<file path="src/rtl/fetch_ctrl_pkg.sv">
// fetch_ctrl_pkg: fetch state encoding plus reset-PC and increment defaults shared with pc
package fetch_ctrl_pkg;
  typedef enum logic [1:0] {BOOT = 2'd0, IDLE = 2'd1, REQ = 2'd2} state_t;
  localparam logic [31:0] DEF_RESET_PC = 32'h0000_0000;
  localparam int DEF_INSTR_BYTES = 4;
endpackage

</file>
<file path="src/rtl/fetch_out_buf.sv">
// fetch_out_buf: one-entry instruction buffer with flush, consume and delivered counter
module fetch_out_buf #(
  parameter int DATA_WIDTH = 32,
  parameter int COUNT_WIDTH = 16
) (
  input  logic                   clk,
  input  logic                   reset,
  input  logic                   i_fill,
  input  logic [DATA_WIDTH-1:0]  i_data,
  input  logic [DATA_WIDTH-1:0]  i_pc,
  input  logic                   i_flush,
  input  logic                   i_stall,
  output logic                   o_valid,
  output logic [DATA_WIDTH-1:0]  o_instr,
  output logic [DATA_WIDTH-1:0]  o_pc,
  output logic [COUNT_WIDTH-1:0] o_count
);
  logic                   r_valid;
  logic [DATA_WIDTH-1:0]  r_instr, r_pc;
  logic [COUNT_WIDTH-1:0] r_count;
  always_ff @(posedge clk or negedge reset) begin
    if (!reset) begin
      r_valid <= 1'b0;
      r_instr <= '0;
      r_pc    <= '0;
      r_count <= '0;
    end else if (i_flush) begin
      r_valid <= 1'b0;
    end else if (i_fill) begin
      r_valid <= 1'b1;
      r_instr <= i_data;
      r_pc    <= i_pc;
    end else if (r_valid && !i_stall) begin
      r_valid <= 1'b0;
      r_count <= r_count + 1'b1;
    end
  end
  assign o_valid = r_valid;
  assign o_instr = r_instr;
  assign o_pc    = r_pc;
  assign o_count = r_count;
endmodule

</file>
<file path="src/rtl/fetch_ctrl.sv">
// fetch_ctrl: next-PC generator and req/ack fetch sequencer driving the pc register load port
module fetch_ctrl import fetch_ctrl_pkg::*; #(
  parameter int DATA_WIDTH = 32,
  parameter logic [DATA_WIDTH-1:0] RESET_PC = DATA_WIDTH'(DEF_RESET_PC),
  parameter int INSTR_BYTES = DEF_INSTR_BYTES,
  parameter int COUNT_WIDTH = 16
) (
  input  logic                   clk,
  input  logic                   reset,
  input  logic [DATA_WIDTH-1:0]  i_PC,
  output logic                   o_Load,
  output logic [DATA_WIDTH-1:0]  o_PC,
  output logic                   o_IMem_Req,
  output logic [DATA_WIDTH-1:0]  o_IMem_Addr,
  input  logic                   i_IMem_Ack,
  input  logic [DATA_WIDTH-1:0]  i_IMem_Data,
  input  logic                   i_Redirect,
  input  logic [DATA_WIDTH-1:0]  i_Redirect_PC,
  input  logic                   i_Stall,
  output logic                   o_Instr_Valid,
  output logic [DATA_WIDTH-1:0]  o_Instr,
  output logic [DATA_WIDTH-1:0]  o_Instr_PC,
  output logic [COUNT_WIDTH-1:0] o_Fetch_Count
);
  state_t                r_state, w_next;
  logic                  r_pend;
  logic [DATA_WIDTH-1:0] r_pend_pc;
  logic                  w_load, w_fill, w_pend_set, w_pend_clr;
  logic [DATA_WIDTH-1:0] w_pc;
  always_ff @(posedge clk or negedge reset) begin
    if (!reset) begin
      r_state   <= BOOT;
      r_pend    <= 1'b0;
      r_pend_pc <= '0;
    end else begin
      r_state <= w_next;
      if (w_pend_set) begin
        r_pend    <= 1'b1;
        r_pend_pc <= i_Redirect_PC;
      end else if (w_pend_clr) begin
        r_pend <= 1'b0;
      end
    end
  end
  always_comb begin
    w_next     = r_state;
    w_load     = 1'b0;
    w_pc       = i_PC;
    w_fill     = 1'b0;
    w_pend_set = 1'b0;
    w_pend_clr = 1'b0;
    if (r_state == BOOT) begin
      w_load = 1'b1;
      w_pc   = i_Redirect ? i_Redirect_PC : RESET_PC;
      w_next = REQ;
    end else if (r_state == IDLE) begin
      w_load = i_Redirect;
      w_pc   = i_Redirect ? i_Redirect_PC : i_PC;
      w_next = (i_Redirect || !o_Instr_Valid || !i_Stall) ? REQ : IDLE;
    end else if (i_IMem_Ack) begin
      // a redirect seen during this fetch makes its data stale, so refetch from the target
      w_load     = 1'b1;
      w_pend_clr = 1'b1;
      w_fill     = !i_Redirect && !r_pend;
      w_pc       = i_Redirect ? i_Redirect_PC : r_pend ? r_pend_pc : i_PC + DATA_WIDTH'(INSTR_BYTES);
      w_next     = w_fill ? IDLE : REQ;
    end else begin
      w_pend_set = i_Redirect;
    end
  end
  assign o_Load      = reset && w_load;
  assign o_PC        = reset ? w_pc : RESET_PC;
  assign o_IMem_Req  = reset && (r_state == REQ);
  assign o_IMem_Addr = i_PC;
  fetch_out_buf #(.DATA_WIDTH(DATA_WIDTH), .COUNT_WIDTH(COUNT_WIDTH)) u_buf (
    .clk     (clk),
    .reset   (reset),
    .i_fill  (w_fill && reset),
    .i_data  (i_IMem_Data),
    .i_pc    (i_PC),
    .i_flush (i_Redirect),
    .i_stall (i_Stall),
    .o_valid (o_Instr_Valid),
    .o_instr (o_Instr),
    .o_pc    (o_Instr_PC),
    .o_count (o_Fetch_Count)
  );
endmodule

</file>
<file path="config.mk">
export PLATFORM = sky130hd
export DESIGN_NAME = fetch_ctrl
export DESIGN_NICKNAME = d
export VERILOG_FILES = /design/src/rtl/fetch_ctrl_pkg.sv /design/src/rtl/fetch_out_buf.sv /design/src/rtl/fetch_ctrl.sv
export SDC_FILE = /design/constraint.sdc
export NUM_CORES = 1
export LEC_CHECK = 0
export BUFFER_PORTS_ARGS = -buffer_cell sky130_fd_sc_hd__buf_4
export CORE_AREA = 2 2 121 123
export CTS_BUF_LIST = sky130_fd_sc_hd__clkbuf_4 sky130_fd_sc_hd__clkbuf_8 sky130_fd_sc_hd__clkbuf_16
export DETAILED_ROUTE_END_ITERATION = 7
export DIE_AREA = 0 0 123 125
export PLACE_DENSITY = 0.79
export SLEW_MARGIN = 15
export SYNTH_ARGS = -nofsm -noshare
export SYNTH_HDL_FRONTEND = slang
export SYNTH_SLANG_ARGS = --single-unit
</file>
<file path="constraint.sdc">
create_clock -name clk -period 3.2 [get_ports clk]
set_input_delay 0.48 -clock clk [delete_from_list [all_inputs] [get_ports clk]]
set_output_delay 0.48 -clock clk [all_outputs]
set_load 0.02 [all_outputs]
</file>
==> results.yml <==
power_and_ir_drop:
  p_sw_share_pct: 33.3
  clkPwrFrac_pct: 34.5
  power.density_nw_per_um2: 621
  p_int_w: 0.00390
  finalPower_w: 0.00584
  seq_power_share_pct: 34.3
  p_leak_nw: 4.30
  pwr-share-comb_pct: 31.3
  p_switching_w: 0.00194
  ir_drop_uv: 491
clock_network:
  cts_hold_buf: 1
  htreeDepth: 4
  cts.sinks: 116
  worstSkewPairLatency_ns: 0.42
  cts_inserted_buffers: 17
  cts_tree: "yes"
  clk_pin_slew_worst_paths_ns: 0.06
  cts_resized: 0
  cts-root-to-sink-buffers: 2
  cts_setup_buffers: 0
  cts_root_buf: "clkbuf_16"
timing:
  drv_slew: 0
  timing.final.crit_share_pct: 92.9
  clock_skew_ns: 0.0122
  fmax_mhz: 336
  slew_headroom_pct: 55.9
  min_period_ns: 2.97
  setup_tns_ns: 0
  tightest_slew_ns: 0.660
  rsz0062_at_grt: "false"
  setup_viol: 0
  hold_viol: 0
synthesis:
  synth_top_area_share_pct: 42.0
  yosys_warnings: 0
  async_reset_ff_share_pct: 100
  synth_area_leaders: "dfrtp_1 42%, mux2_2 15%, buf_4 3.5%, nand2_1 2.8%, a221oi_1 2.4%"
  synthCells: 693
  avgSynthCellArea_sq_um: 9.97
  netlist-cell-type-count: 58
  synth-seq-cells: 116
  yosysSeqAreaShare_pct: 42.0
  synth.largest_area_cell: "dfrtp_1"
  synthFlopType: "dfrtp_1"
  synthesis.area_sq_um: 6910
  synth_edf_count: 0
  synth_nets: 796
hold_path:
  holdCritStartpoint: "i_IMem_Data[11]"
  hold_class: "in -> reg"
drt:
  vias: 6613
  avgRoutedWirePerCell_um: 19.8
  drtIter0Drc: 627
  firstDrtPassIters: 8
  vias_per_cell: 6.03
  drtAntennaViolNets: 0
  drc_errors: 0
  wl_um: 21700
job:
  maxCapViolations: 0
die:
  die_h_um: 125
  core_sq_um: 14200
  die_area_sq_um: 15400
  die_x_um: 123
  rows: 44
  ios: 248
  start_util_pct: 48.7
setup_path:
  crit_top_cell: "buf_4"
  crit_fanout: 19
  r2r-end: "u_buf.o_instr[4]"
  slowest_stage: "dlygate4sd3_1"
  crit_arrival_ns: 2.49
  reg2reg_slack_ns: 0.83
  cp.required_ns: 2.72
  crit_path_start: "reset"
  reg2regPathDepth: 5
  rr_startpoint: "r_pend"
  max_stage_delay_ns: 0.54
  startpoint_type: "input pin"
  end_kind: "output port"
  cp-endpoint: "o_PC[15]"
  worstPathCellList: "dlygate4sd3_1 -> buf_6 -> clkinv_1 -> buf_4 -> nor3_1 -> nand2_1 -> o21ai_0 -> buf_4"
  path_class: "in -> out"
global_route:
  track_usage_pct: 28.9
  grt_max_degree: 51
  antenna_found_initial: 0
  grt_pass1_vias: 6508
  grt_pass1_wl_um: 34800
  overflow: 0
finish:
  diodes: 0
  drive_gt1_share_pct: 45.1
  nets: 1002
  layout.cells.non_filler: 1096
  area_growth_syn_to_layout_pct: 35.9
placed_design:
  hpwl_um: 15600
  place.gp.congestion: 0.946
  placedCellCount: 1063
  buffer_ports.inserted: 247
run_status:
  status: "finished clean"
-- Yosys cell counts, types with 2 or more instances --
master and number:
buf_6 2, a311o_1 10, nand2b_1 20, buf_4 32, nand3b_1 2, a211oi_1 3
inv_1 10, o21a_1 2, a221o_1 2, a21o_1 7, dfrtp_1 116, nand2_1 51
a221oi_1 19, clkbuf_1 41, and3_1 7, or2_2 2, xor2_1 7, o221ai_1 18
and2_1 4, and4_1 7, nor2b_1 5, xnor2_1 10, a311oi_1 15, o221a_2 3
o311ai_0 3, mux2_2 92, nor4_1 6, buf_2 5, a31oi_1 9, a21oi_1 31
nand3_1 24, nand4_1 14, o21ai_0 30, o22ai_1 5, nor3_1 24, nor2_1 21
o211ai_1 6, ha_1 2, buf_1 7
-- worst min-delay path by stage --
stage / end / slack (ns) / cells past startpoint
floorplan: r_pend / 0.18 / 0
global placement: r_state[1] / 0.33 / 1
detailed placement: r_state[1] / 0.33 / 1
CTS: u_buf.o_instr[11] / 0.28 / 2
global route: u_buf.o_instr[14] / 0.28 / 2
finish: u_buf.o_instr[11] / 0.29 / 2
-- registers in the layout (all words and copies together), names as in the netlist --
name / cells
r_pend: 1
r_pend_pc: 32
r_state: 2
u_buf.o_count: 16
u_buf.o_instr: 32
u_buf.o_pc: 32
u_buf.o_valid: 1
-- stage by stage --
step | hold slack, ns | util [%] | area [sq um] | worst slack, ns
2_1_floorplan | 0.184 | - | 6910 | 0.571
3_5_place_dp | 0.329 | 61.7 | 8760 | 0.448
5_1_grt | 0.283 | 66.1 | 9390 | 0.129
6_report | 0.286 | 66.1 | 9390 | 0.228
3_3_place_gp | 0.329 | 61.7 | 8760 | 0.458
4_1_cts | 0.276 | 66.1 | 9390 | 0.279
-- routing by layer --
metal | global-route usage, % | vias up | part of all wire, %
li1 | - | 2994 | -
met1 | 38.2 | 3178 | 39
met2 | 44.9 | 380 | 48
met3 | 8.26 | 61 | 10
met4 | 11.0 | 0 | 2.7
met5 | 0 | - | 0
-- kinds of logic after synthesis --
kind of cell,after synthesis,share of synthesized area [%]
multiplexers,92,15.0
AND/OR/NAND/NOR,194,14.8
adder cells (fa/ha/maj),2,0.362
flip-flops,116,42.0
buffers and inverters,100,7.49
XOR/XNOR,17,2.15
AO/OA/AOI/OAI,172,18.2
-- final cells by class --
class	instances	area (sq um)
fill	1166	4810
clock buffer	17	425
timing repair buffer	275	2080
multi-input combinational	477	3510
sequential	116	2900
clock inverter	15	198
tap	184	230
inverter	12	45.0
-- layout by cell type, fill, tap and decap left out, types with 9 or more instances in the layout --
master,count
nor2_1,21
a311o_1,10
nand3_1,24
o21ai_0,30
a221oi_1,19
buf_4,272
nand2_1,50
clkbuf_16,17
o221ai_1,18
xnor2_1,10
a21oi_1,31
nand2b_1,20
a311oi_1,15
dfrtp_1,115
inv_1,10
a31oi_1,9
nand4_1,14
mux2_2,92
nor3_1,24
-- critical path, delay by kind of cell --
kind | cells | cell delay (ns)
AO/OA/AOI/OAI | 1 | 0.13
buffers and inverters | 5 | 1.24
AND/OR/NAND/NOR | 2 | 0.61
-- power by group through the flow --
| stage | clock network (W) | registers [W] | logic (W) |
|---|---|---|---|
| floorplan | 0 | 0.00230 | 0.000701 |
| global placement | 0 | 0.00200 | 0.00180 |
| detailed placement | 0 | 0.00202 | 0.00183 |
| CTS | 0.00204 | 0.00200 | 0.00183 |
| global route | 0.00210 | 0.00204 | 0.00195 |
| finish | 0.00201 | 0.00200 | 0.00183 |
Note: power is estimated with default switching activity, not from simulation.
